`src/rtl/qos_wrr_tl_pkg.sv`:
```
// Shared constants and helpers for the parametrised QoS transaction layer.
// Imported by the interface, the per-VC FIFO and the top.
package qos_wrr_tl_pkg;

  localparam logic [1:0] ST_RESET  = 2'd0;
  localparam logic [1:0] ST_INIT   = 2'd1;
  localparam logic [1:0] ST_IDLE   = 2'd2;
  localparam logic [1:0] ST_ACTIVE = 2'd3;

  localparam logic MODE_WRR = 1'b0;
  localparam logic MODE_SP  = 1'b1;

  function automatic int clog2(input int v);
    int r;
    r = 0;
    while ((1 << r) < v) r++;
    return r;
  endfunction

  function automatic int def_tl();
    return 1;
  endfunction

  function automatic int def_th(input int depth);
    return depth - 1;
  endfunction

endpackage

```
`src/rtl/qos_wrr_tl_if.sv`:
```
// Push/config/pop bundle between ingress, the QoS layer and the link layer.
// The slave side is the QoS layer itself.
interface qos_wrr_tl_if
  import qos_wrr_tl_pkg::*;
#(
  parameter int NVC   = 4,
  parameter int DW    = 4,
  parameter int DEPTH = 8,
  parameter int WW    = 2
) ();
  localparam int IDW = clog2(NVC);
  localparam int CW  = clog2(DEPTH + 1);

  logic              SET_INIT;
  logic              PUSH;
  logic [IDW-1:0]    PUSH_ID;
  logic [DW-1:0]     DATA_IN;
  logic [CW-1:0]     TL_IN;
  logic [CW-1:0]     TH_IN;
  logic              MODE;
  logic [NVC*WW-1:0] WEIGHTS;
  logic              POP;
  logic [DW-1:0]     DATA_OUT;
  logic              DATA_VALID;
  logic [IDW-1:0]    DATA_VC;
  logic              IDLE;
  logic [NVC-1:0]    PAUSE_STB;
  logic [NVC-1:0]    CONTINUE_STB;
  logic [NVC-1:0]    ERROR_FULL;

  modport master (
    output SET_INIT, PUSH, PUSH_ID, DATA_IN,
    output TL_IN, TH_IN, MODE, WEIGHTS, POP,
    input  DATA_OUT, DATA_VALID, DATA_VC, IDLE,
    input  PAUSE_STB, CONTINUE_STB, ERROR_FULL
  );

  modport slave (
    input  SET_INIT, PUSH, PUSH_ID, DATA_IN,
    input  TL_IN, TH_IN, MODE, WEIGHTS, POP,
    output DATA_OUT, DATA_VALID, DATA_VC, IDLE,
    output PAUSE_STB, CONTINUE_STB, ERROR_FULL
  );

endinterface

```
`src/rtl/qos_wrr_tl_vc_fifo.sv`:
```
// Single virtual-channel synchronous FIFO with occupancy count.
// A push on a full FIFO is taken only when a pop frees a slot in the same cycle.
module qos_wrr_tl_vc_fifo
  import qos_wrr_tl_pkg::*;
#(
  parameter  int DW    = 4,
  parameter  int DEPTH = 8,
  localparam int AW    = clog2(DEPTH),
  localparam int CW    = clog2(DEPTH + 1)
) (
  input  logic          clk,
  input  logic          rst_n,
  input  logic          flush_i,
  input  logic          push_i,
  input  logic          pop_i,
  input  logic [DW-1:0] data_i,
  output logic [DW-1:0] data_o,
  output logic [CW-1:0] count_o,
  output logic          full_o,
  output logic          empty_o
);

  logic [DW-1:0] mem_q [DEPTH];
  logic [AW-1:0] wptr_q, rptr_q;
  logic [CW-1:0] cnt_q;
  logic          wr, rd;

  assign full_o  = (cnt_q == CW'(DEPTH));
  assign empty_o = (cnt_q == '0);
  assign wr      = push_i && (!full_o || pop_i);
  assign rd      = pop_i && !empty_o;
  assign data_o  = mem_q[rptr_q];
  assign count_o = cnt_q;

  always_ff @(posedge clk or negedge rst_n) begin
    if (!rst_n) begin
      wptr_q <= '0;
      rptr_q <= '0;
      cnt_q  <= '0;
    end else if (flush_i) begin
      wptr_q <= '0;
      rptr_q <= '0;
      cnt_q  <= '0;
    end else begin
      if (wr) wptr_q <= wptr_q + 1'b1;
      if (rd) rptr_q <= rptr_q + 1'b1;
      cnt_q <= cnt_q + CW'(wr) - CW'(rd);
    end
  end

  // Storage needs no reset; the count alone defines which words are live.
  always_ff @(posedge clk) begin
    if (wr && !flush_i) mem_q[wptr_q] <= data_i;
  end

endmodule

```
`src/rtl/qos_wrr_tl.sv`:
```
// QoS transaction layer: NVC per-VC FIFOs, pause/continue thresholds,
// single output port arbitrated by weighted round robin or strict priority.
module qos_wrr_tl
  import qos_wrr_tl_pkg::*;
#(
  parameter int NVC   = 4,
  parameter int DW    = 4,
  parameter int DEPTH = 8,
  parameter int WW    = 2
) (
  input logic         CLOCK,
  input logic         RESET,
  qos_wrr_tl_if.slave bus
);

  localparam int IDW = clog2(NVC);
  localparam int CW  = clog2(DEPTH + 1);

  logic [1:0]        state_q, state_d;
  logic [CW-1:0]     tl_q, th_q;
  logic              mode_q, thr_en_q;
  logic [NVC*WW-1:0] wgt_q;
  logic [IDW-1:0]    ptr_q, ptr_d;
  logic [WW-1:0]     cred_q, cred_d;
  logic [NVC-1:0]    paused_q, paused_d;
  logic [NVC-1:0]    pstb_q, pstb_d;
  logic [NVC-1:0]    cstb_q, cstb_d;
  logic [NVC-1:0]    err_q, err_d;
  logic [DW-1:0]     dout_q, dout_d;
  logic              dval_q, dval_d;
  logic [IDW-1:0]    dvc_q, dvc_d;

  logic           in_init, live, run, any, do_pop;
  logic           wrr, stay;
  logic [NVC-1:0] f_push, f_pop, f_full, f_empty, nonempty;
  logic [DW-1:0]  f_rdata [NVC];
  logic [CW-1:0]  f_cnt [NVC];
  logic [IDW-1:0] sp_g, rr_g, rr_idx, g;

  function automatic logic [WW-1:0] weff(input logic [WW-1:0] w);
    return (w == '0) ? WW'(1) : w;
  endfunction

  assign in_init  = (state_q == ST_INIT);
  assign live     = (state_q == ST_IDLE) || (state_q == ST_ACTIVE);
  assign run      = live && !bus.SET_INIT;
  assign nonempty = ~f_empty;
  assign any      = |nonempty;
  assign do_pop   = run && bus.POP && any;

  for (genvar i = 0; i < NVC; i++) begin : g_vc
    qos_wrr_tl_vc_fifo #(.DW(DW), .DEPTH(DEPTH)) u_fifo (
      .clk     (CLOCK),
      .rst_n   (RESET),
      .flush_i (in_init),
      .push_i  (f_push[i]),
      .pop_i   (f_pop[i]),
      .data_i  (bus.DATA_IN),
      .data_o  (f_rdata[i]),
      .count_o (f_cnt[i]),
      .full_o  (f_full[i]),
      .empty_o (f_empty[i])
    );
  end

  always_comb begin
    sp_g = '0;
    for (int i = NVC - 1; i >= 0; i--) begin
      if (nonempty[i]) sp_g = IDW'(i);
    end
  end

  // Walk ptr+NVC down to ptr+1 so the closest non-empty VC wins.
  always_comb begin
    rr_g   = ptr_q;
    rr_idx = '0;
    for (int k = NVC; k >= 1; k--) begin
      rr_idx = ptr_q + IDW'(k);
      if (nonempty[rr_idx]) rr_g = rr_idx;
    end
  end

  assign wrr  = do_pop && (mode_q == MODE_WRR);
  assign stay = nonempty[ptr_q] && (cred_q != '0);

  always_comb begin
    g = rr_g;
    if (mode_q == MODE_SP) g = sp_g;
    else if (stay)         g = ptr_q;
  end

  // A fresh round after config starts on VC0 with its full weight.
  always_comb begin
    ptr_d  = ptr_q;
    cred_d = cred_q;
    unique case (1'b1)
      in_init: begin
        ptr_d  = '0;
        cred_d = weff(bus.WEIGHTS[WW-1:0]);
      end
      wrr && stay: begin
        cred_d = cred_q - 1'b1;
      end
      wrr && !stay: begin
        ptr_d  = rr_g;
        cred_d = weff(wgt_q[int'(rr_g)*WW +: WW]) - 1'b1;
      end
      default: ;
    endcase
  end

  always_comb begin
    f_pop = '0;
    for (int i = 0; i < NVC; i++) begin
      f_pop[i] = do_pop && (g == IDW'(i));
    end
  end

  always_comb begin
    f_push = '0;
    err_d  = '0;
    for (int i = 0; i < NVC; i++) begin
      if (run && bus.PUSH && (bus.PUSH_ID == IDW'(i))) begin
        if (f_full[i] && !f_pop[i]) err_d[i]  = 1'b1;
        else                        f_push[i] = 1'b1;
      end
    end
  end

  always_comb begin
    logic [CW-1:0] cnt_n;
    cnt_n    = '0;
    paused_d = paused_q;
    pstb_d   = '0;
    cstb_d   = '0;
    for (int i = 0; i < NVC; i++) begin
      cnt_n = f_cnt[i] + CW'(f_push[i]) - CW'(f_pop[i]);
      if (in_init) begin
        paused_d[i] = 1'b0;
      end else if (thr_en_q) begin
        if ((f_cnt[i] < th_q) && (cnt_n >= th_q)) begin
          pstb_d[i]   = 1'b1;
          paused_d[i] = 1'b1;
        end else if (paused_q[i] && (cnt_n < f_cnt[i])
                     && (cnt_n <= tl_q)) begin
          cstb_d[i]   = 1'b1;
          paused_d[i] = 1'b0;
        end
      end
    end
  end

  always_comb begin
    dout_d = dout_q;
    dval_d = 1'b0;
    dvc_d  = dvc_q;
    if (do_pop) begin
      dout_d = f_rdata[g];
      dval_d = 1'b1;
      dvc_d  = g;
    end
  end

  always_comb begin
    state_d = state_q;
    case (state_q)
      ST_RESET:  state_d = ST_INIT;
      ST_INIT:   if (!bus.SET_INIT) state_d = ST_IDLE;
      ST_IDLE:   if (any) state_d = ST_ACTIVE;
      ST_ACTIVE: if (!any) state_d = ST_IDLE;
      default:   state_d = ST_RESET;
    endcase
    if (bus.SET_INIT) state_d = ST_INIT;
  end

  always_ff @(posedge CLOCK or negedge RESET) begin
    if (!RESET) begin
      tl_q     <= CW'(def_tl());
      th_q     <= CW'(def_th(DEPTH));
      mode_q   <= MODE_WRR;
      thr_en_q <= 1'b1;
      wgt_q    <= {NVC{WW'(1)}};
    end else if (in_init) begin
      tl_q     <= bus.TL_IN;
      th_q     <= bus.TH_IN;
      mode_q   <= bus.MODE;
      wgt_q    <= bus.WEIGHTS;
      thr_en_q <= (bus.TL_IN < bus.TH_IN)
                  && (bus.TH_IN <= CW'(DEPTH));
    end
  end

  always_ff @(posedge CLOCK or negedge RESET) begin
    if (!RESET) begin
      state_q  <= ST_RESET;
      ptr_q    <= '0;
      cred_q   <= WW'(1);
      paused_q <= '0;
      pstb_q   <= '0;
      cstb_q   <= '0;
      err_q    <= '0;
      dout_q   <= '0;
      dval_q   <= 1'b0;
      dvc_q    <= '0;
    end else begin
      state_q  <= state_d;
      ptr_q    <= ptr_d;
      cred_q   <= cred_d;
      paused_q <= paused_d;
      pstb_q   <= pstb_d;
      cstb_q   <= cstb_d;
      err_q    <= err_d;
      dout_q   <= dout_d;
      dval_q   <= dval_d;
      dvc_q    <= dvc_d;
    end
  end

  assign bus.DATA_OUT     = dout_q;
  assign bus.DATA_VALID   = dval_q;
  assign bus.DATA_VC      = dvc_q;
  assign bus.IDLE         = live && !any;
  assign bus.PAUSE_STB    = pstb_q;
  assign bus.CONTINUE_STB = cstb_q;
  assign bus.ERROR_FULL   = err_q;

endmodule

```
`src/flat_wrapper.sv`:
```
// flat-port wrapper written by rule: the top's interface ports become plain ports
module qos_wrr_tl_flat import qos_wrr_tl_pkg::*;
#(
  parameter int NVC   = 4,
  parameter int DW    = 4,
  parameter int DEPTH = 8,
  parameter int WW    = 2
)
  (CLOCK, RESET, bus_SET_INIT, bus_PUSH, bus_PUSH_ID, bus_DATA_IN, bus_TL_IN, bus_TH_IN, bus_MODE, bus_WEIGHTS, bus_POP, bus_DATA_OUT, bus_DATA_VALID, bus_DATA_VC, bus_IDLE, bus_PAUSE_STB, bus_CONTINUE_STB, bus_ERROR_FULL);
  qos_wrr_tl_if #(.NVC(NVC), .DW(DW), .DEPTH(DEPTH), .WW(WW)) bus_i ();
  input logic CLOCK;
  input logic RESET;
  input wire logic [$bits(bus_i.SET_INIT)-1:0] bus_SET_INIT;
  input wire logic [$bits(bus_i.PUSH)-1:0] bus_PUSH;
  input wire logic [$bits(bus_i.PUSH_ID)-1:0] bus_PUSH_ID;
  input wire logic [$bits(bus_i.DATA_IN)-1:0] bus_DATA_IN;
  input wire logic [$bits(bus_i.TL_IN)-1:0] bus_TL_IN;
  input wire logic [$bits(bus_i.TH_IN)-1:0] bus_TH_IN;
  input wire logic [$bits(bus_i.MODE)-1:0] bus_MODE;
  input wire logic [$bits(bus_i.WEIGHTS)-1:0] bus_WEIGHTS;
  input wire logic [$bits(bus_i.POP)-1:0] bus_POP;
  output wire logic [$bits(bus_i.DATA_OUT)-1:0] bus_DATA_OUT;
  output wire logic [$bits(bus_i.DATA_VALID)-1:0] bus_DATA_VALID;
  output wire logic [$bits(bus_i.DATA_VC)-1:0] bus_DATA_VC;
  output wire logic [$bits(bus_i.IDLE)-1:0] bus_IDLE;
  output wire logic [$bits(bus_i.PAUSE_STB)-1:0] bus_PAUSE_STB;
  output wire logic [$bits(bus_i.CONTINUE_STB)-1:0] bus_CONTINUE_STB;
  output wire logic [$bits(bus_i.ERROR_FULL)-1:0] bus_ERROR_FULL;
  assign bus_i.SET_INIT = bus_SET_INIT;
  assign bus_i.PUSH = bus_PUSH;
  assign bus_i.PUSH_ID = bus_PUSH_ID;
  assign bus_i.DATA_IN = bus_DATA_IN;
  assign bus_i.TL_IN = bus_TL_IN;
  assign bus_i.TH_IN = bus_TH_IN;
  assign bus_i.MODE = bus_MODE;
  assign bus_i.WEIGHTS = bus_WEIGHTS;
  assign bus_i.POP = bus_POP;
  assign bus_DATA_OUT = bus_i.DATA_OUT;
  assign bus_DATA_VALID = bus_i.DATA_VALID;
  assign bus_DATA_VC = bus_i.DATA_VC;
  assign bus_IDLE = bus_i.IDLE;
  assign bus_PAUSE_STB = bus_i.PAUSE_STB;
  assign bus_CONTINUE_STB = bus_i.CONTINUE_STB;
  assign bus_ERROR_FULL = bus_i.ERROR_FULL;
  qos_wrr_tl #(.NVC(NVC), .DW(DW), .DEPTH(DEPTH), .WW(WW)) u_core (.CLOCK(CLOCK), .RESET(RESET), .bus(bus_i));
endmodule
```
`config.mk`:
```
export PLATFORM = sky130hd
export DESIGN_NAME = qos_wrr_tl_flat
export DESIGN_NICKNAME = d
export VERILOG_FILES = /design/src/rtl/qos_wrr_tl_pkg.sv /design/src/rtl/qos_wrr_tl_if.sv /design/src/rtl/qos_wrr_tl_vc_fifo.sv /design/src/rtl/qos_wrr_tl.sv /design/src/flat_wrapper.sv
export SDC_FILE = /design/constraint.sdc
export NUM_CORES = 1
export LEC_CHECK = 0
export CAP_MARGIN = 30
export CORE_MARGIN = 3
export CORE_UTILIZATION = 45
export CTS_BUF_LIST = sky130_fd_sc_hd__clkbuf_16
export DETAILED_ROUTE_END_ITERATION = 12
export PLACE_DENSITY = 0.64
export SETUP_SLACK_MARGIN = 0.5
export SYNTH_ARGS = -nofsm -noshare
export SYNTH_HDL_FRONTEND = slang
export SYNTH_SLANG_ARGS = --single-unit
export TNS_END_PERCENT = 1
```
`constraint.sdc`:
```
create_clock -name CLOCK -period 5.15 [get_ports CLOCK]
set_input_delay 1.545 -clock CLOCK [delete_from_list [all_inputs] [get_ports CLOCK]]
set_output_delay 1.545 -clock CLOCK [all_outputs]
set_load 0.005 [all_outputs]
```
# [Word level (Yosys, flattened, before mapping)]
# Memory sizes are Yosys's and may differ from the RTL's.
# Cells that the tools add are included.
# W data, S select, Z words.
[word_totals] register_bits=87 ramBits=128 in_bits=28 word_cells=320 n_memories=4
[mem_list] memory="u_core.g_vc[0].u_fifo.mem_q" words=8 width=4 rd=1 rd_clocked_by_memory_dff=0 write_ports=1 line_no="qos_wrr_tl_vc_fifo.sv:23" rtl="logic [DW-1:0] mem_q [DEPTH];"
[mem_list] memory="u_core.g_vc[1].u_fifo.mem_q" words=8 width=4 rd=1 rd_clocked_by_memory_dff=0 write_ports=1 line_no="qos_wrr_tl_vc_fifo.sv:23"
[mem_list] memory="u_core.g_vc[2].u_fifo.mem_q" words=8 width=4 rd=1 rd_clocked_by_memory_dff=0 write_ports=1 line_no="qos_wrr_tl_vc_fifo.sv:23"
[mem_list] memory="u_core.g_vc[3].u_fifo.mem_q" words=8 width=4 rd=1 rd_clocked_by_memory_dff=0 write_ports=1 line_no="qos_wrr_tl_vc_fifo.sv:23"
[classes] addsub=29 order_cmp=23 eq_ne=15 shifts=1 n_mux=117 bitwise_logic=3 n_reduce_logical=98
[op_table] operator="$mux W1" n=73
[op_table] operator="$mux W3" n=16
[op_table] operator="$logic_and A1 B1 Y1" n=46
[op_table] operator="$lt A4 B4 Y1" n=9
[op_table] operator="$add A4 B1 Y4" n=8
[op_table] operator="$sub A4 B1 Y4" n=8
[op_table] operator="$mux W2" n=14
[op_table] operator="$add A3 B1 Y3 const B" n=8
[op_table] operator="$mux W4" n=6
[op_table] operator="$reduce_bool A2 Y1" n=11
[op_table] operator="$eq A4 B4 Y1 const B" n=4
[op_table] operator="$ge A4 B4 Y1" n=4
[op_table] operator="$le A4 B4 Y1" n=4
[op_table] operator="$logic_not A1 Y1" n=16
[op_table] operator="$logic_not A4 Y1" n=4
[op_table] operator="$reduce_bool A3 Y1" n=5
[op_table] operator="$eq A2 B2 Y1 const B" n=6
[op_table] operator="$lt A2 B3 Y1 const B" n=4
[op_table] operator="$logic_not A2 Y1" n=5
[op_table] operator="$reduce_and A2 Y1" n=5
[op_table] operator="$bmux W1 S2" n=4
[op_table] operator="$bmux W4 S2" n=1
[op_table] operator="$pmux W2 S4" n=1
[op_table] operator="$shiftx A8 B4 Y2" n=1
[op_table] operator="other kinds (15)" n=23

# [Longest topological paths before layout]
# Gate-level depths: netlist (run 1).
[depth] depth_word=24 ltp_mapped=23 ltp_nobuf=23

# [By module]
# A second synthesis (run 1) with hierarchy kept.
[hier_totals] hier_cells=954 area_unflattened_um2=11916.4
[by_module_without_submodules] mod="qos_wrr_tl_vc_fifo" n_inst=4 cells_each=121 area_each_um2=1919.3 seq_area_each_um2=1211.2
[by_module_without_submodules] mod="qos_wrr_tl" n_inst=1 cells_each=470 area_each_um2=4239.1 seq_area_each_um2=1188.6

# [Least setup slack after synthesis (run 1)]
# OpenSTA, ideal clock, no wires.
[synth_path] path_kind="in2reg" from="input port bus_SET_INIT" to="register u_core.paused_q[1]" setup_ps=132 t_arrival_ps=5067 path_slack_ps=-48 path_stages=18 path_buffers=0 cell_sequence="nor2_1 -> nand3_2 -> nor2_1 -> a31oi_4 -> nor2_1 -> ha_1 -> inv_1 -> ha_1 -> fa_1 -> ha_1 -> nor2b_1 -> o21a_1 -> o21a_1 -> o21ai_0 -> nand4b_1 -> or2_2 -> a22oi_1 -> nor2_1"
[synth_via] elab_chain_len=16
[synth_rtl] item="start, declared" line_no="flat_wrapper.sv:13" rtl="input wire logic [$bits(bus_i.SET_INIT)-1:0] bus_SET_INIT;"
[synth_rtl] item="$logic_not A1 Y1 (*)" line_no="qos_wrr_tl.sv:46" rtl="assign run = live && !bus.SET_INIT;"
[synth_rtl] item="$logic_and A1 B1 Y1 (*)" line_no="qos_wrr_tl.sv:46"
[synth_rtl] item="$logic_and A1 B1 Y1 (2 in a row)" line_no="qos_wrr_tl.sv:49" rtl="assign do_pop = run && bus.POP && any;"
[synth_rtl] item="$logic_and A1 B1 Y1" line_no="qos_wrr_tl.sv:115" rtl="f_pop[i] = do_pop && (g == IDW'(i));"
[synth_rtl] item="$logic_not A1 Y1" line_no="qos_wrr_tl.sv:124" rtl="if (f_full[i] && !f_pop[i]) err_d[i] = 1'b1;"
[synth_rtl] item="$logic_and A1 B1 Y1" line_no="qos_wrr_tl.sv:124"
[synth_rtl] item="$mux W1" line_no="qos_wrr_tl.sv:124"
[synth_rtl] item="$mux W1" line_no="qos_wrr_tl.sv:123" rtl="if (run && bus.PUSH && (bus.PUSH_ID == IDW'(i))) begin"
[synth_rtl] item="$add A4 B1 Y4" line_no="qos_wrr_tl.sv:137" rtl="cnt_n = f_cnt[i] + CW'(f_push[i]) - CW'(f_pop[i]);"
[synth_rtl] item="$sub A4 B1 Y4 (*)" line_no="qos_wrr_tl.sv:137"
[synth_rtl] item="$ge A4 B4 Y1 / $lt A4 B4 Y1 (equally long branches)" line_no="qos_wrr_tl.sv:141, qos_wrr_tl.sv:144"
[synth_rtl] item="$logic_and A1 B1 Y1, on equally long branches" line_no="qos_wrr_tl.sv:141, qos_wrr_tl.sv:144"
[synth_rtl] item="$mux W1 / $logic_and A1 B1 Y1 (equally long branches)" line_no="qos_wrr_tl.sv:141, qos_wrr_tl.sv:145"
[synth_rtl] item="$mux W1 / $reduce_bool A3 Y1 (equally long branches)"
[synth_rtl] item="$mux W1 / $reduce_and A2 Y1 (equally long branches)"
[synth_rtl] item="end signal, assigned" line_no="qos_wrr_tl.sv:209" rtl="paused_q <= paused_d;"
[synth_rtl] item="end, declared" line_no="qos_wrr_tl.sv:25" rtl="logic [NVC-1:0] paused_q, paused_d;"
# Mark *: on every way between the ends. The rest lies on a longest branch, timed or not. The select of a mux whose other input is x is not followed.
# A chain may end at the register's enable or synchronous reset.

# [Final worst setup path (run 1)]
[layout_path] from="register u_core.g_vc[1].u_fifo.cnt_q[2]" to="register u_core.paused_q[1]"
[layout_via] elab_chain_len=22
[layout_rtl] item="start, declared" line_no="qos_wrr_tl_vc_fifo.sv:25" rtl="logic [CW-1:0] cnt_q;"
[layout_rtl] item="start signal, assigned" line_no="qos_wrr_tl_vc_fifo.sv:47" rtl="cnt_q <= cnt_q + CW'(wr) - CW'(rd);"
[layout_rtl] item="$logic_not A4 Y1" line_no="qos_wrr_tl_vc_fifo.sv:29" rtl="assign empty_o = (cnt_q == '0);"
[layout_rtl] item="$not A4 Y4" line_no="qos_wrr_tl.sv:47" rtl="assign nonempty = ~f_empty;"
[layout_rtl] item="$bmux W1 S2" line_no="qos_wrr_tl.sv:79" rtl="if (nonempty[rr_idx]) rr_g = rr_idx;"
[layout_rtl] item="$mux W1 (implied by the code)" line_no="qos_wrr_tl.sv:79"
[layout_rtl] item="$mux W2 (3 in a row)" line_no="qos_wrr_tl.sv:79"
[layout_rtl] item="$mux W2" line_no="qos_wrr_tl.sv:89" rtl="else if (stay) g = ptr_q;"
[layout_rtl] item="$mux W2" line_no="qos_wrr_tl.sv:88" rtl="if (mode_q == MODE_SP) g = sp_g;"
[layout_rtl] item="$eq A2 B1 Y1" line_no="qos_wrr_tl.sv:115"
[layout_rtl] item="[... 4 more ...]"
[layout_rtl] item="$mux W1" line_no="qos_wrr_tl.sv:123"
[layout_rtl] item="$add A4 B1 Y4" line_no="qos_wrr_tl.sv:137"
[layout_rtl] item="$sub A4 B1 Y4" line_no="qos_wrr_tl.sv:137"
[layout_rtl] item="$ge A4 B4 Y1 / $lt A4 B4 Y1 (equally long branches)" line_no="qos_wrr_tl.sv:141, qos_wrr_tl.sv:144"
[layout_rtl] item="$logic_and A1 B1 Y1, on equally long branches" line_no="qos_wrr_tl.sv:141, qos_wrr_tl.sv:144"
[layout_rtl] item="$mux W1 / $logic_and A1 B1 Y1 (equally long branches)" line_no="qos_wrr_tl.sv:141, qos_wrr_tl.sv:145"
[layout_rtl] item="$mux W1 / $reduce_bool A3 Y1 (equally long branches)"
[layout_rtl] item="$mux W1 / $reduce_and A2 Y1 (equally long branches)"
# Several ways; a longest one is shown, not always the timed one. The select of a mux whose other input is x is not followed.

==> results of run 1 <==
-- cells in the mapped netlist (3+ instances only) --
cell / instances / area, um^2
mux2i_1: 38 / 380
nor4b_1: 6 / 52.6
edfxtp_1: 128 / 3840
nand4b_1: 4 / 35.0
nand2b_1: 12 / 75.1
xnor2_1: 12 / 105
clkbuf_1: 16 / 60.1
dfrtp_1: 77 / 1930
dfstp_2: 10 / 263
mux4_2: 32 / 721
a21o_1: 17 / 128
o21a_1: 13 / 97.6
nor4_1: 11 / 68.8
nand3_1: 17 / 85.1
buf_2: 3 / 15.0
ha_1: 103 / 1290
a22oi_1: 4 / 30.0
nor3b_2: 4 / 50.1
nand4_1: 8 / 50.1
fa_1: 8 / 160
or3b_4: 3 / 33.8
xor2_1: 9 / 78.8
a21boi_0: 8 / 60.1
nor2b_1: 20 / 125
nand2_1: 70 / 263
and2_1: 4 / 25.0
o21ai_0: 42 / 210
buf_1: 7 / 26.3
a211oi_1: 7 / 52.6
a21oi_1: 21 / 105
nor2_1: 45 / 169
or2_2: 4 / 25.0
buf_4: 3 / 22.5
inv_1: 62 / 233
nor3_1: 17 / 85.1
-- report_power, final --
group	internal, mW	total, mW	leakage [nW]	switching, mW
clock	0.941	1.61	0.392	0.670
combinational	1.88	3.77	3.00	1.89
sequential	2.03	2.25	2.29	0.225
-- state kept, by name, summed over array words and instances (netlist names), 8 cells and up --
signal,count
u_core.wgt_q,8
u_core.g_vc.u_fifo.wptr_q,12
u_core.g_vc.u_fifo.count_o,16
u_core.g_vc.u_fifo.rptr_q,12
u_core.g_vc.u_fifo.mem_q,128
-- routing by layer --
metal / vias up / global-route usage [%] / wire length, um
met3: 30 / 2.76 / 1100
met4: 0 / 3.74 / 374
li1: 3542 / - / -
met2: 118 / 30.9 / 11800
met5: - / 0 / 0
met1: 3592 / 25.8 / 11000
-- timing repair --
item,4_1_cts,5_1_grt
endpoints found under the setup margin,10,16
pin swaps,24,15
setup buffers,27,9
gates resized for setup,44,12
-- stage by stage --
stage / util [%] / TNS, ns / setup WS (ns)
final: 56.9 / 0 / 0.445
after global routing: 56.9 / 0 / 0.208
after CTS: 56.4 / 0 / 0.484
after detailed placement: 51.8 / -1.92 / -0.413
after global placement: 51.5 / -1.12 / -0.306
after floorplan: - / 0 / 0.322
-- layout make-up --
| type | instances | area (um^2) |
|---|---|---|
| Fill cell | 2008 | 10600 |
| Sequential cell | 215 | 6030 |
| Multi-Input combinational cell | 578 | 5290 |
| Timing Repair Buffer | 144 | 1300 |
| Clock buffer | 24 | 601 |
| Tap cell | 324 | 405 |
| Inverter | 63 | 239 |
| Clock inverter | 20 | 143 |
-- critical path, delay by kind of cell, from the launching register on --
kind,cells,cell delay [ns]
buffers and inverters,3,0.32
adders and majority gates,5,1.37
DFF,1,0.40
AOI/OAI and AO/OA,7,1.26
and+or+nand+nor,7,1.21
-- path summary, 6_finish.rpt --
| kind | start | endpoint | slack, ns |
|---|---|---|---|
| max in group asynchronous | RESET | u_core.g_vc[1].u_fifo.count_o[1] | 3.15 |
| setup reg to reg | u_core.g_vc[1].u_fifo.count_o[2] | u_core.paused_q[1] | 0.44 |
| min in group asynchronous | RESET | u_core.g_vc[2].u_fifo.wptr_q[1] | 1.09 |
| hold / removal | u_core.wgt_q[4] | u_core.wgt_q[4] | 0.45 |
| setup / recovery | u_core.g_vc[1].u_fifo.count_o[2] | u_core.paused_q[1] | 0.44 |
| hold reg to reg | u_core.wgt_q[4] | u_core.wgt_q[4] | 0.45 |
-- kinds of logic (layout without fill, tap and decap cells) --
| kind of cell | count (synthesis) | in the layout |
|---|---|---|
| buffers and inverters | 92 | 251 |
| AOI/OAI and AO/OA | 135 | 135 |
| DFF | 215 | 215 |
| muxes | 70 | 70 |
| xor gates and xnor gates | 21 | 21 |
| adders and majority gates | 111 | 111 |
| and+or+nand+nor | 241 | 241 |
==> out/metrics.cfg, run 1 <==
[routing]
drt_drc_violations_left=0
ant_nets=0
wire_per_inst_um=17.8
drt_iter0_drc=414
dr.pass1.iters=5
viasPerCell=5.32
vias=7282
drt-total-wl_um=24300

[global_routing]
grt.overflow.total=0
grtUsageTotal_pct=18.5
grt_pass1_wl_um=39500
grt_pass1_vias=7479
antenna_found_initial=0
grt_max_degree=60

[clock_network]
cts_tree=built
root_buffer=clkbuf_16
clk_pin_slew_ns=0.06
clk_latency_ns=0.53
htreeDepth=1
cts_made_buffers=24
ctsHoldBuffers=0
clock_sinks=215
cts_buffer_depth=3

[power]
power_mw=7.64
p_leak_nw=5.68
ir_drop_uv=286
powerDensity_mw_per_mm2=545

[placement]
placed_area_mm2=0.0127
io_buffer_count=47
place_congestion=0.806
dpl.hpwl_um=17400
dp.cells=1287

[synth]
ys_seq_area_share_pct=53.0
synth_fa_ha_area_share_pct=12.7
synthFlopType=edfxtp_1
synth_async_sr_flop_share_pct=40.5
synth_top_family_by_area=adder cells
ys_seq_elements=215
synth_compound_area_share_pct=8.59
postSynthCellCount=885
yosys.area_share.simple_pct=11.2
synth_fp_nets=1024
muxShareOfSynthArea_pct=9.68
synth_xor_xnor_area_share_pct=1.62
yosysWarnings=0
netlist-cell-type-count=66
synth_area_per_cell_um2=12.9
netlist_area_mm2=0.0114
synth-edff-count=128

[timing]
setup_viol=0
fin_worst_skew_ns=0.0186
worst-slew-pin-transition_ns=0.924
maxSlewViolCount=0
fin_crit_ns=4.71
hold_viol_final=0
whs_ns=0.455
fmax_mhz=213
relSlewSlack_pct=37.8
fin_crit_sh_pct=91.4
rsz0062_at_grt=true

[die]
die_area_mm2=0.0272
die_h_um=165
num_io_pins=48
start_util_pct=46.2
die_w_um=165
num_rows=57
core-area_mm2=0.0246

[finish]
drive_gt1_share_pct=23.2
nNetsFinal=1165
final_common_cell=edfxtp_1
design_area_mm2=0.0140
mostFrequentLayoutCells=edfxtp_1 (128), ha_1 (96), buf_4 (90)
area_delta_synth_final_pct=23.1
diodes=0
fin_cells=1368

[setup_path]
end_kind=flop
cpPeakStageDelay_ns=0.61
crit_fanout=4
criticalPathCategory=reg -> reg
reg2regPathDepth=22
cp_cell_sequence=inv_2 > ha_4 > or3b_4 > a22oi_2 > o32ai_4 > o311ai_4 > buf_6 > and2_4 > nor2_4 > ha_1 > inv_1 > ha_4 > fa_2 > ha_4 > nor2b_1 > o21a_1 > o21a_1 > o21ai_1 > nand4b_1 > or2_4 > a22oi_2 > nor2_1
cpMaxStageDelayCell=fa_2
crit_top_cell=ha_4
arrival_ns=5.08
start_kind=flop
required_ns=5.52

[min_path]
hold_path.class=reg -> reg
whs_path_depth=2

[run]
maxCapViolCount=0

[outcome]
outcome=finished, final reports clean

Power figures use the tool's default switching activity.
==> inputs of run 2 (changes only) <==
==> constraint.sdc (replaced) <==
create_clock -name CLOCK -period 4.44 [get_ports CLOCK]
set_input_delay 1.332 -clock CLOCK [delete_from_list [all_inputs] [get_ports CLOCK]]
set_output_delay 1.332 -clock CLOCK [all_outputs]
set_load 0.005 [all_outputs]
==> out/metrics.cfg, run 2 (synthesized netlist as in run 1, its figures left out) <==
[setup_path]
crit_buf_inv=5
required_ns=4.81
cpMaxStageDelayCell=clkdlybuf4s50_1
crit_fanout=5
arrival_ns=5.09
end_kind=flop
cp_cell_sequence=clkdlybuf4s50_1 > nand3_4 > buf_4 > nor2_4 > a31oi_4 > buf_12 > buf_4 > nor2_2 > ha_1 > inv_1 > ha_2 > fa_1 > ha_1 > nor2b_1 > o21a_1 > o21a_1 > o21ai_1 > nand4b_1 > or2_4 > a22oi_2 > nor2_1
start_kind=primary input
criticalPathCategory=in -> reg
crit_family=adder cells
cpPeakStageDelay_ns=0.52

[timing]
relSlewSlack_pct=49.5
setup_viol=7
fin_crit_sh_pct=106
maxSlewViolCount=0
whs_ns=0.455
fmax_mhz=212
worst-slew-pin-transition_ns=0.755
setup_ws_ns=-0.279
rsz0062_at_grt=true
fin_crit_ns=4.72
fin_worst_skew_ns=0.0117
hold_viol_final=0

[global_routing]
grt.overflow.total=0
grtUsageTotal_pct=18.8
antenna_found_initial=0
grt_pass1_wl_um=40300
grt_max_degree=35
grt_pass1_vias=7608

[clock_network]
root_buffer=clkbuf_16
htreeDepth=1
clk_pin_slew_ns=0.06
clock_sinks=215
clk_latency_ns=0.52
cts_buffer_depth=3
cts_made_buffers=24
cts_tree=built

[die]
die_h_um=165
die_w_um=165
num_io_pins=48
start_util_pct=46.2
die_area_mm2=0.0272
num_rows=57
core-area_mm2=0.0246

[routing]
drt_drc_violations_left=0
drt_iter0_drc=324
drt-total-wl_um=24900
vias=7486
ant_nets=0
wire_per_inst_um=17.7
viasPerCell=5.31
dr.pass1.iters=4

[placement]
placed_area_mm2=0.0131
dpl.hpwl_um=18000
io_buffer_count=47
place_congestion=0.834

[finish]
largest_reg_flops=128
final_common_cell=buf_4
nNetsFinal=1208
area_delta_synth_final_pct=25.8
drive_gt1_share_pct=27.1
mostFrequentLayoutCells=buf_4 (134), edfxtp_1 (128), ha_1 (96)
top_register=u_core.g_vc.u_fifo.mem_q
diodes=0
design_area_mm2=0.0143

[outcome]
violations=setup timing
outcome=finished with violations

[power]
switching_share_pct=36.4
power_mw=9.33
ir_drop_uv=399
internal-power_mw=5.93
pwr-share-clk_pct=20.2
p_leak_nw=5.92
powerDensity_mw_per_mm2=651
p_comb_share_pct=52.1
seqPwrFrac_pct=27.6
switchingPower_mw=3.39

[min_path]
hold_path.class=reg -> reg

[run]
maxCapViolCount=0

==> run 2: cell types whose count changed in the layout (fill, tap and decap cells not counted), sizes merged <==
cell | before | now
buf | 98 | 141
clkinv | 10 | 12
inv | 71 | 69
clkdlybuf4s15 | 1 | 0
dlymetal6s2s | 0 | 1
==> run 2: worst register-to-register path: stages, from the launching register on <==
cell,delay (ns)
dfrtp_1,0.39
inv_2,0.08
ha_4,0.13
or3b_4,0.43
buf_4,0.16
o32ai_2,0.19
buf_4,0.17
o32ai_4,0.11
buf_12,0.15
a211oi_2,0.20
ha_1,0.25
inv_1,0.06
ha_2,0.19
fa_1,0.46
ha_1,0.34
nor2b_1,0.14
o21a_1,0.17
o21a_1,0.16
o21ai_1,0.14
nand4b_1,0.13
or2_2,0.29
a22oi_1,0.16
nor2_1,0.06
==> run 2: layer usage <==
metal	part of all wire, %	GRT usage (%)	vias up
met5	0	0	-
met4	1.7	4.04	0
met3	4.2	2.76	29
met2	48	31.3	117
met1	46	26.3	3710
li1	-	-	3630
==> run 2: metrics by stage <==
stage	util (%)	setup TNS [ns]	worst slack (ns)	instances
4_1_cts	57.3	-1.05	-0.224	1400
3_5_place_dp	53.4	-8.08	-0.910	1344
3_3_place_gp	53.4	-7.18	-0.805	1344
2_1_floorplan	-	-0.597	-0.175	885
5_1_grt	58.2	-2.77	-0.427	1411
6_report	58.2	-1.03	-0.279	1411
==> run 2: worst paths after layout <==
kind | start | end | slack, ns | cells after the start
setup / recovery | bus_POP | u_core.paused_q[0] | -0.28 | 21
hold / removal | u_core.wgt_q[2] | u_core.wgt_q[2] | 0.46 | 2
setup reg to reg | u_core.g_vc[1].u_fifo.count_o[2] | u_core.paused_q[3] | -0.25 | 22
hold reg to reg | u_core.wgt_q[2] | u_core.wgt_q[2] | 0.46 | 2
max in group asynchronous | RESET | u_core.g_vc[1].u_fifo.wptr_q[2] | 2.86 | 2
min in group asynchronous | RESET | u_core.g_vc[2].u_fifo.count_o[2] | 0.75 | 1
==> run 2: layout make-up <==
type                    instances  area (um^2)
repair buffers                187         1560
inverters                      63          239
clock inverters                20          146
multi-input cells             578         5330
flip-flops and latches        215         6030
well taps                     324          405
fillers                      1990        10300
clock buffers                  24          601
==> run 2: repair_timing <==
| action | CTS | global route |
|---|---|---|
| buffers inserted | 12 | 11 |
| pin swaps | 18 | 27 |
| resized for setup | 29 | 34 |
| endpoints found under the setup margin | 13 | 13 |
| hold buffers | 0 | 0 |
==> run 2: power groups by stage <==
stage / logic, mW / registers [mW] / clock network (mW)
after detailed placement: 4.30 / 2.61 / 0
after CTS: 4.60 / 2.58 / 1.93
after floorplan: 2.78 / 2.51 / 0
after global placement: 4.22 / 2.61 / 0
final: 4.86 / 2.58 / 1.89
after global routing: 5.36 / 2.62 / 2.02
==> inputs of run 3 (changes only) <==
==> constraint.sdc (replaced) <==
create_clock -name CLOCK -period 4.44 [get_ports CLOCK]
set_input_delay 0.888 -clock CLOCK [delete_from_list [all_inputs] [get_ports CLOCK]]
set_output_delay 0.888 -clock CLOCK [all_outputs]
set_load 0.005 [all_outputs]
==> out/metrics.cfg, run 3 (synthesized netlist as in run 1, its figures left out) <==
[routing]
ant_nets=0
drt_iter0_drc=400
dr.pass1.iters=5
vias=7441
wire_per_inst_um=17.7
drt-total-wl_um=24900
drt_drc_violations_left=0
viasPerCell=5.28

[power]
ir_drop_uv=322
powerDensity_mw_per_mm2=662
p_leak_nw=5.96
power_mw=9.66

[outcome]
violations=setup timing
outcome=finished with violations

[placement]
io_buffer_count=47
place_congestion=0.803
dpl.hpwl_um=17800

[finish]
nNetsFinal=1207
nFillCells=1993
diodes=0
area_delta_synth_final_pct=28.2
mostFrequentLayoutCells=edfxtp_1 (128), buf_4 (126), ha_1 (90)
largest_reg_flops=128
final_common_cell=edfxtp_1
top_register=u_core.g_vc.u_fifo.mem_q
drive_gt1_share_pct=28.5

[die]
core-area_mm2=0.0246
start_util_pct=46.2
num_rows=57
die_area_mm2=0.0272
die_h_um=165
num_io_pins=48
die_w_um=165

[clock_network]
cts_made_buffers=24
cts_buffer_depth=3
ctsHoldBuffers=0
clk_pin_slew_ns=0.06
clk_latency_ns=0.51
root_buffer=clkbuf_16
cts_tree=built
htreeDepth=1
clock_sinks=215

[setup_path]
crit_top_cell=ha_4
criticalPathCategory=reg -> reg
arrival_ns=5.03
start_kind=flop
required_ns=4.81
cpPeakStageDelay_ns=0.50
crit_family=adder cells
crit_fanout=3
cp_cell_sequence=inv_2 > ha_4 > or3b_4 > buf_6 > o32ai_4 > nor2_4 > a31oi_4 > buf_12 > nor2_4 > ha_4 > inv_2 > ha_4 > fa_1 > ha_1 > nor2b_4 > o21a_1 > o21a_1 > o21ai_1 > nand4b_1 > or2_4 > a22oi_2 > nor2_1
cpMaxStageDelayCell=fa_1
end_kind=flop
crit_buf_inv=4

[timing]
whs_ns=0.459
setup_ws_ns=-0.223
maxSlewViolCount=0
fin_worst_skew_ns=0.0188
tns_ns=-1.08
worst-slew-pin-transition_ns=0.877
fin_crit_sh_pct=105
setup_viol=8
hold_viol_final=0
relSlewSlack_pct=41.4
fmax_mhz=214
rsz0062_at_grt=true
fin_crit_ns=4.66

[min_path]
hold_path.class=reg -> reg

[run]
maxCapViolCount=0

[global_routing]
antenna_found_initial=0
grtUsageTotal_pct=18.8
grt_pass1_wl_um=40300
grt_max_degree=66
grt_pass1_vias=7589
grt.overflow.total=0

[run 3: cell types whose count changed in the layout (fill, tap and decap cells not counted), sizes merged]
cell,change
clkdlybuf4s50,+2
clkinvlp,+1
buf,-1
clkinv,-5
clkbuf,+1
dlygate4sd2,-1
bufinv,+2
inv,+1
dlymetal6s2s,-1
[run 3: path summary, 6_finish.rpt]
kind / start / endpoint / slack [ns] / cells past startpoint
setup / recovery: u_core.g_vc[1].u_fifo.count_o[3] / u_core.paused_q[1] / -0.22 / 22
hold / removal: u_core.wgt_q[4] / u_core.wgt_q[4] / 0.46 / 2
setup reg to reg: u_core.g_vc[1].u_fifo.count_o[3] / u_core.paused_q[1] / -0.22 / 22
hold reg to reg: u_core.wgt_q[4] / u_core.wgt_q[4] / 0.46 / 2
max in group asynchronous: RESET / u_core.th_q[2] / 3.04 / 2
min in group asynchronous: RESET / u_core.g_vc[2].u_fifo.wptr_q[1] / 0.48 / 1
[run 3: per-stage QoR]
stage	util [%]	instances	instance area [um^2]	worst slack, ns
4_1_cts	57.8	1396	14200	-0.160
3_5_place_dp	53.5	1339	13200	-0.560
5_1_grt	59.3	1410	14600	-0.414
6_report	59.3	1410	14600	-0.223
3_3_place_gp	53.2	1335	13100	-0.438
2_1_floorplan	-	885	11500	-0.0540
[run 3: area by class of cell]
cell class | instances | area (um^2) | share of cell area [%]
clock buffer | 25 | 626 | 4.29
clock inverter | 19 | 200 | 1.37
inverter | 63 | 236 | 1.62
multi-input combinational | 578 | 5460 | 37.5
sequential | 215 | 6030 | 41.4
tap | 324 | 405 | 2.78
timing repair buffer | 186 | 1620 | 11.1
[run 3: what timing repair did]
| item | in CTS | in global routing |
|---|---|---|
| buffers inserted | 13 | 14 |
| gates resized for setup | 32 | 42 |
| setup endpoints to repair | 12 | 18 |
| pin swaps | 25 | 43 |
[run 3: worst reg2reg max path: cells and delay by family, from the launching register on]
family          cells  cell delay (ns)
compound gates      6             1.21
fa+ha+maj           5             1.36
buf+inv             4             0.44
flops               1             0.38
simple gates        7             1.12
[run 3: where the power goes]
part           total [mW]  switching [mW]  internal (mW)
Combinational        5.04            2.46           2.58
Clock                2.04           0.787           1.25
Sequential           2.58           0.229           2.35
Total                9.66            3.48           6.18
[run 3: per-layer routing]
layer	part of all wire (%)	global-route usage, %	vias up
li1	-	-	3619
met1	46	26.4	3689
met2	49	31.6	106
met3	3.5	2.73	27
met4	1.4	3.13	0
met5	0	0	-
